`src/rtl/i2c_write_master.sv`:
```
// ---------------------------------------------------------------------------
// i2c_write_master
//   I2C write-transaction master. It issues START, {dev_addr, W}, the
//   register address (MSB byte first), the payload (MSB byte first) and then
//   STOP. Every ACK is checked, and a NACK aborts straight to STOP. SCL
//   timing comes from a quarter-bit clock-enable divider. Slave clock
//   stretching freezes that divider. Pads are driven open-drain
//   (1 = release, 0 = pull low).
//
// Parameters
//   CLK_DIV  system clocks per quarter SCL bit period (>= 2)
//   ADDR_W   register address width, multiple of 8 (8..16)
//   DATA_W   payload width, multiple of 8 (8..32)
//
// Ports
//   clk       system clock
//   reset     synchronous active-high reset
//   start     request pulse, accepted only while busy = 0
//   dev_addr  7-bit slave address, latched on an accepted start
//   reg_addr  register address, latched on an accepted start
//   wdata     payload, latched on an accepted start
//   busy      transaction in progress
//   done      one-cycle pulse at the end of a transaction (ACK or NACK)
//   err       NACK seen in the last transaction
//   sda_in    SDA pad value (asynchronous, synchronised here)
//   sda_out   SDA open-drain control
//   scl_in    SCL pad value (asynchronous, synchronised here)
//   scl_out   SCL open-drain control
// ---------------------------------------------------------------------------
module i2c_write_master #(
  parameter int CLK_DIV = 125,
  parameter int ADDR_W  = 8,
  parameter int DATA_W  = 8
) (
  input  logic              clk,
  input  logic              reset,
  input  logic              start,
  input  logic [6:0]        dev_addr,
  input  logic [ADDR_W-1:0] reg_addr,
  input  logic [DATA_W-1:0] wdata,
  output logic              busy,
  output logic              done,
  output logic              err,
  input  logic              sda_in,
  output logic              sda_out,
  input  logic              scl_in,
  output logic              scl_out
);

  localparam int NBYTES  = 1 + ADDR_W / 8 + DATA_W / 8;
  localparam int SHIFT_W = 8 * NBYTES;
  localparam int DIV_W   = $clog2(CLK_DIV);
  localparam int BYTE_W  = $clog2(NBYTES);

  localparam logic [DIV_W-1:0]  DIV_LAST  = DIV_W'(CLK_DIV - 1);
  localparam logic [BYTE_W-1:0] BYTE_LAST = BYTE_W'(NBYTES - 1);

  typedef enum logic [2:0] {
    ST_IDLE  = 3'd0,
    ST_START = 3'd1,
    ST_BIT   = 3'd2,
    ST_ACK   = 3'd3,
    ST_STOP  = 3'd4,
    ST_DONE  = 3'd5
  } state_t;

  state_t              r_state;
  state_t              w_state_n;
  logic [1:0]          r_quarter;
  logic [1:0]          w_quarter_n;
  logic [2:0]          r_bit;
  logic [2:0]          w_bit_n;
  logic [BYTE_W-1:0]   r_byte;
  logic [BYTE_W-1:0]   w_byte_n;
  logic [SHIFT_W-1:0]  r_shift;
  logic [SHIFT_W-1:0]  w_shift_n;
  logic [DIV_W-1:0]    r_div;
  logic [1:0]          r_sda_sync;
  logic [1:0]          r_scl_sync;
  logic [1:0]          r_scl_out_d;
  logic                r_sda_out;
  logic                r_scl_out;
  logic                r_busy;
  logic                r_done;
  logic                r_err;
  logic                w_err_n;
  logic                w_sda_n;
  logic                w_scl_n;
  logic                w_active;
  logic                w_stretch;
  logic                w_tick;
  logic                w_sda_s;
  logic                w_scl_s;

  assign busy    = r_busy;
  assign done    = r_done;
  assign err     = r_err;
  assign sda_out = r_sda_out;
  assign scl_out = r_scl_out;

  assign w_sda_s  = r_sda_sync[1];
  assign w_scl_s  = r_scl_sync[1];
  assign w_active = (r_state != ST_IDLE) && (r_state != ST_DONE);

  // The synchronised scl_in lags the pad by two cycles. Our own scl_out is
  // therefore compared through the same two-cycle delay. Without this, every
  // release of SCL would look like a two-cycle stretch.
  assign w_stretch = r_scl_out & r_scl_out_d[1] & ~w_scl_s;
  assign w_tick    = w_active & ~w_stretch & (r_div == DIV_LAST);

  // Double-flop the pad inputs and delay scl_out to match the scl_in lag.
  always_ff @(posedge clk) begin
    if (reset) begin
      r_sda_sync  <= 2'b11;
      r_scl_sync  <= 2'b11;
      r_scl_out_d <= 2'b11;
    end else begin
      r_sda_sync  <= {r_sda_sync[0], sda_in};
      r_scl_sync  <= {r_scl_sync[0], scl_in};
      r_scl_out_d <= {r_scl_out_d[0], r_scl_out};
    end
  end

  // Quarter-bit divider: held at zero when idle, frozen while stretched.
  always_ff @(posedge clk) begin
    if (reset) begin
      r_div <= {DIV_W{1'b0}};
    end else if (!w_active) begin
      r_div <= {DIV_W{1'b0}};
    end else if (w_stretch) begin
      r_div <= r_div;
    end else if (w_tick) begin
      r_div <= {DIV_W{1'b0}};
    end else begin
      r_div <= r_div + DIV_W'(1);
    end
  end

  // Next-state logic: one quarter step per tick.
  always_comb begin
    w_state_n   = r_state;
    w_quarter_n = r_quarter;
    w_bit_n     = r_bit;
    w_byte_n    = r_byte;
    w_shift_n   = r_shift;
    w_err_n     = r_err;
    case (r_state)
      ST_IDLE: begin
        if (start) begin
          w_state_n   = ST_START;
          w_quarter_n = 2'd0;
          w_bit_n     = 3'd0;
          w_byte_n    = {BYTE_W{1'b0}};
          w_shift_n   = {dev_addr, 1'b0, reg_addr, wdata};
          w_err_n     = 1'b0;
        end else begin
          w_state_n = ST_IDLE;
        end
      end
      ST_START: begin
        if (w_tick) begin
          if (r_quarter == 2'd1) begin
            w_state_n   = ST_BIT;
            w_quarter_n = 2'd0;
          end else begin
            w_quarter_n = r_quarter + 2'd1;
          end
        end else begin
          w_state_n = ST_START;
        end
      end
      ST_BIT: begin
        if (w_tick) begin
          if (r_quarter == 2'd3) begin
            w_quarter_n = 2'd0;
            w_shift_n   = {r_shift[SHIFT_W-2:0], 1'b0};
            if (r_bit == 3'd7) begin
              w_state_n = ST_ACK;
              w_bit_n   = 3'd0;
            end else begin
              w_bit_n = r_bit + 3'd1;
            end
          end else begin
            w_quarter_n = r_quarter + 2'd1;
          end
        end else begin
          w_state_n = ST_BIT;
        end
      end
      ST_ACK: begin
        if (w_tick) begin
          if (r_quarter == 2'd2) begin
            // ACK sample point: a high SDA here is a NACK. r_err was
            // cleared at start, so it marks the NACK for this transaction.
            w_err_n     = r_err | w_sda_s;
            w_quarter_n = 2'd3;
          end else if (r_quarter == 2'd3) begin
            w_quarter_n = 2'd0;
            if (r_err || (r_byte == BYTE_LAST)) begin
              w_state_n = ST_STOP;
            end else begin
              w_state_n = ST_BIT;
              w_byte_n  = r_byte + BYTE_W'(1);
            end
          end else begin
            w_quarter_n = r_quarter + 2'd1;
          end
        end else begin
          w_state_n = ST_ACK;
        end
      end
      ST_STOP: begin
        if (w_tick) begin
          if (r_quarter == 2'd2) begin
            w_state_n   = ST_DONE;
            w_quarter_n = 2'd0;
          end else begin
            w_quarter_n = r_quarter + 2'd1;
          end
        end else begin
          w_state_n = ST_STOP;
        end
      end
      ST_DONE: begin
        w_state_n = ST_IDLE;
      end
      default: begin
        w_state_n   = ST_IDLE;
        w_quarter_n = 2'd0;
      end
    endcase
  end

  // Pad levels for the upcoming state. They are registered so that the
  // pads change on the same edge as the state.
  always_comb begin
    w_sda_n = 1'b1;
    w_scl_n = 1'b1;
    case (w_state_n)
      ST_IDLE: begin
        w_sda_n = 1'b1;
        w_scl_n = 1'b1;
      end
      ST_START: begin
        w_sda_n = 1'b0;
        w_scl_n = (w_quarter_n == 2'd0);
      end
      ST_BIT: begin
        w_sda_n = w_shift_n[SHIFT_W-1];
        w_scl_n = (w_quarter_n == 2'd1) || (w_quarter_n == 2'd2);
      end
      ST_ACK: begin
        w_sda_n = 1'b1;
        w_scl_n = (w_quarter_n == 2'd1) || (w_quarter_n == 2'd2);
      end
      ST_STOP: begin
        w_sda_n = (w_quarter_n == 2'd2);
        w_scl_n = (w_quarter_n != 2'd0);
      end
      ST_DONE: begin
        w_sda_n = 1'b1;
        w_scl_n = 1'b1;
      end
      default: begin
        w_sda_n = 1'b1;
        w_scl_n = 1'b1;
      end
    endcase
  end

  // State, datapath and output registers.
  always_ff @(posedge clk) begin
    if (reset) begin
      r_state   <= ST_IDLE;
      r_quarter <= 2'd0;
      r_bit     <= 3'd0;
      r_byte    <= {BYTE_W{1'b0}};
      r_shift   <= {SHIFT_W{1'b0}};
      r_err     <= 1'b0;
      r_sda_out <= 1'b1;
      r_scl_out <= 1'b1;
      r_busy    <= 1'b0;
      r_done    <= 1'b0;
    end else begin
      r_state   <= w_state_n;
      r_quarter <= w_quarter_n;
      r_bit     <= w_bit_n;
      r_byte    <= w_byte_n;
      r_shift   <= w_shift_n;
      r_err     <= w_err_n;
      r_sda_out <= w_sda_n;
      r_scl_out <= w_scl_n;
      r_busy    <= (w_state_n != ST_IDLE) && (w_state_n != ST_DONE);
      r_done    <= (w_state_n == ST_DONE);
    end
  end

endmodule

```
`config.mk`:
```
export PLATFORM = sky130hd
export DESIGN_NAME = i2c_write_master
export DESIGN_NICKNAME = d
export VERILOG_FILES = /design/src/rtl/i2c_write_master.sv
export SDC_FILE = /design/constraint.sdc
export NUM_CORES = 1
export LEC_CHECK = 0
export ABC_CLOCK_PERIOD_IN_PS = 2400
export CAP_MARGIN = 20
export CORE_MARGIN = 2
export CORE_UTILIZATION = 49
export DETAILED_ROUTE_END_ITERATION = 10
export PLACE_DENSITY = 0.73
export SYNTH_ARGS = -nofsm -noshare
export SYNTH_HDL_FRONTEND = slang
export SYNTH_SLANG_ARGS = --single-unit
```
`constraint.sdc`:
```
create_clock -name clk -period 2.4 [get_ports clk]
set_clock_uncertainty 0.05 [all_clocks]
set_input_delay 0.24 -clock clk [delete_from_list [all_inputs] [get_ports clk]]
set_output_delay 0.24 -clock clk [all_outputs]
set_load 0.01 [all_outputs]
```
==> flow_summary.json <==
{
  "outcome": "finished, final reports clean",
  "syn_inst": 281,
  "nets": 377,
  "min_from": "r_sda_sync[0]$_SDFF_PP1_",
  "crit_arrival_ns": 2.56,
  "stdcell_count": 406,
  "crit_start": "r_div[1]$_SDFFE_PP0N_",
  "antenna_left": 0,
  "cap_violations": 0,
  "synth_edf_count": 0,
  "port_buffers": 32,
  "drt-initial-drc-count": 124,
  "die_w_microns": 74.5,
  "syn_to_final_growth_pct": 30.2,
  "rows": 25,
  "overflow": 0,
  "layout_commonest_cell": "dfxtp_1",
  "power_per_cell_area_nw_per_um2": 518,
  "ys_seq_area_share_pct": 42.7,
  "cts_tree": "done",
  "grt_max_degree": 20,
  "crit_path_max_fanout": 3,
  "grt_pass1_wl_mm": 8.97,
  "synth.distinct_cells": 50,
  "finalPower_mw": 1.65,
  "drv_slew": 0,
  "clock_sinks": 52,
  "power.internal_mw": 1.22,
  "synthFlopType": "dfxtp_1",
  "fin_crit_ns": 2.36,
  "crit_path_top_delay_cell": "or4b_4",
  "critical_path.max_stage_delay_ns": 0.53,
  "p_comb_share_pct": 13.7,
  "root_buffer": "clkbuf_8",
  "start_util_pct": 51.3,
  "num_vias": 2189,
  "synth-seq-cells": 52,
  "cp-end-kind": "register",
  "grt_pass1_vias": 2049,
  "drcViolationCount": 0,
  "die_height_microns": 74.5,
  "slew_headroom_pct": 58.9,
  "hold_buffers": 0,
  "hold_violations": 0,
  "place_ws_ns": -0.0430,
  "path_cells": "inv_2 -> ha_4 -> nand2_2 -> or4b_4 -> buf_4 -> o211ai_1 -> nand2_1 -> o22ai_2 -> ha_2 -> nand2b_1 -> o221a_2",
  "rsz0062_at_grt": "true",
  "avgViaCountPerCell": 5.39,
  "yosys_warnings": 0,
  "ir_worst_vdd_v": 0.000385,
  "p_seq_share_pct": 55.7,
  "drive_gt1_share_pct": 21.5,
  "setup_violations": 0,
  "worst_hold_path_type": "reg -> reg",
  "postSynthAreaPerCell_sq_um": 8.67,
  "clk_pin_slew_ns": 0.09,
  "post-route-util_pct": 66.8,
  "antenna_found_initial": 0,
  "worstSetupPathType": "reg -> reg",
  "syn_nets": 320,
  "switching_share_pct": 25.6,
  "dp_cells": 397,
  "cts_buffers": 5,
  "clk_latency_ns": 0.31,
  "place_hpwl_mm": 4.00,
  "finalWorstSetupSlack_ns": 0.0440,
  "timing.rr.start": "r_div[1]$_SDFFE_PP0N_",
  "finish.instance_area_sq_um": 3170,
  "clock.fmax_mhz": 424,
  "fin_tns_setup_ns": 0,
  "hold_slack_ns": 0.372,
  "dr.pass1.iters": 5,
  "synthArstFlopShare_pct": 0,
  "final_cell_mix": "48 x dfxtp_1, 34 x a21oi_1, 33 x buf_4, 32 x clkdlybuf4s50_1, 29 x nand2_1",
  "clock_path_buffers": 2,
  "leakage_nw": 1.19,
  "finalCritPeriodShare_pct": 98.2,
  "startpoint_type": "register",
  "syn_area_sq_um": 2440,
  "ios": 33,
  "htree_levels": 2,
  "required_ns": 2.60,
  "coreArea_sq_um": 4750,
  "max_slew.worst_pin.slew_ns": 0.617,
  "drt_wl_total_mm": 5.42,
  "grt_usage_pct": 20.8,
  "clkPwrFrac_pct": 30.7,
  "place_area_sq_um": 3050,
  "antenna_cells": 0,
  "die_area_sq_um": 5550,
  "place.gp.congestion": 0.911,
  "p_sw_mw": 0.422,
  "wl_per_cell_microns": 13.3
}
## worst paths after layout
path	endpoint	depth (start not counted)	slack (ns)
max reg2reg	scl_out$_SDFF_PP1_	11	0.04
min	r_sda_sync[1]$_SDFF_PP1_	1	0.37
min reg2reg	r_sda_sync[1]$_SDFF_PP1_	1	0.37
max	scl_out$_SDFF_PP1_	11	0.04
## power by group through the flow
stage          Combinational (mW)  Clock (mW)  Sequential (mW)
3_3_place_gp                0.219           0            0.935
6_report                    0.225       0.505            0.916
3_5_place_dp                0.222           0            0.936
4_1_cts                     0.224       0.527            0.916
5_1_grt                     0.248       0.557            0.920
2_1_floorplan               0.119           0            0.935
## sequential cells by signal, summed over array words and instances (netlist names)
| name | cells |
|---|---|
| r_shift | 24 |
| r_div | 7 |
| r_bit | 3 |
| r_state | 3 |
| r_byte | 2 |
| r_quarter | 2 |
| r_scl_out_d | 2 |
| r_scl_sync | 2 |
| r_sda_sync | 2 |
| busy | 1 |
| done | 1 |
| err | 1 |
| scl_out | 1 |
| sda_out | 1 |
## repair_timing
action | in CTS | in global routing
resized for setup | 4 | 4
endpoints found under the setup margin | 2 | 2
endpoints found under the hold margin | 0 | 0
buffers inserted | 0 | 1
cloned | 0 | 0
pin swaps | 4 | 2
## logic make-up after synthesis
logic type               share of synthesized area (%)
XOR/XNOR                                          1.80
adder cells (fa/ha/maj)                           5.65
AND/OR/NAND/NOR                                   24.4
multiplexers                                     0.821
AO/OA/AOI/OAI                                     20.3
flip-flops                                        42.7
buffers and inverters                             4.26
## synthesized netlist by cell type (2+ instances only)
| master | instances | area, sq um |
|---|---|---|
| inv_1 | 9 | 33.8 |
| a31oi_1 | 2 | 12.5 |
| xnor2_1 | 2 | 17.5 |
| a22oi_1 | 23 | 173 |
| nor2_1 | 27 | 101 |
| nand2_1 | 30 | 113 |
| and3b_1 | 2 | 17.5 |
| mux2i_1 | 2 | 20.0 |
| ha_1 | 11 | 138 |
| nor3_1 | 9 | 45.0 |
| nand3_1 | 4 | 20.0 |
| a211oi_1 | 2 | 15.0 |
| or3_1 | 3 | 18.8 |
| a32oi_1 | 2 | 17.5 |
| nand4_1 | 5 | 31.3 |
| dfxtp_1 | 52 | 1040 |
| o21ai_0 | 3 | 15.0 |
| xor2_1 | 3 | 26.3 |
| nor2b_1 | 3 | 18.8 |
| or2_2 | 6 | 37.5 |
| a21oi_1 | 34 | 170 |
| nor3b_1 | 3 | 22.5 |
| buf_2 | 2 | 10.0 |
| clkbuf_1 | 13 | 48.8 |
| nand2b_1 | 4 | 25.0 |
## routing by layer
| metal | track usage (%) | part of all wire (%) | up-vias |
|---|---|---|---|
| li1 | - | - | 1120 |
| met1 | 26.9 | 48 | 1022 |
| met2 | 34.9 | 48 | 39 |
| met4 | 6.75 | 1.3 | 0 |
| met3 | 4.20 | 3.1 | 8 |
| met5 | 0 | 0 | - |
## critical path: cells and delay by family, from the launching register on
kind | cells | cell delay, ns
AO/OA/AOI/OAI | 3 | 0.52
buffers and inverters | 2 | 0.22
AND/OR/NAND/NOR | 4 | 0.74
adder cells (fa/ha/maj) | 2 | 0.44
flip-flops | 1 | 0.33
## area by class of cell
type | count | area (sq um)
clock buffers | 5 | 68.8
clock inverters | 3 | 21.3
fillers | 391 | 1580
inverters | 9 | 33.8
multi-input cells | 204 | 1340
flip-flops and latches | 52 | 1050
well taps | 67 | 83.8
repair buffers | 66 | 579
No activity file was read; power rests on OpenSTA's default activity.
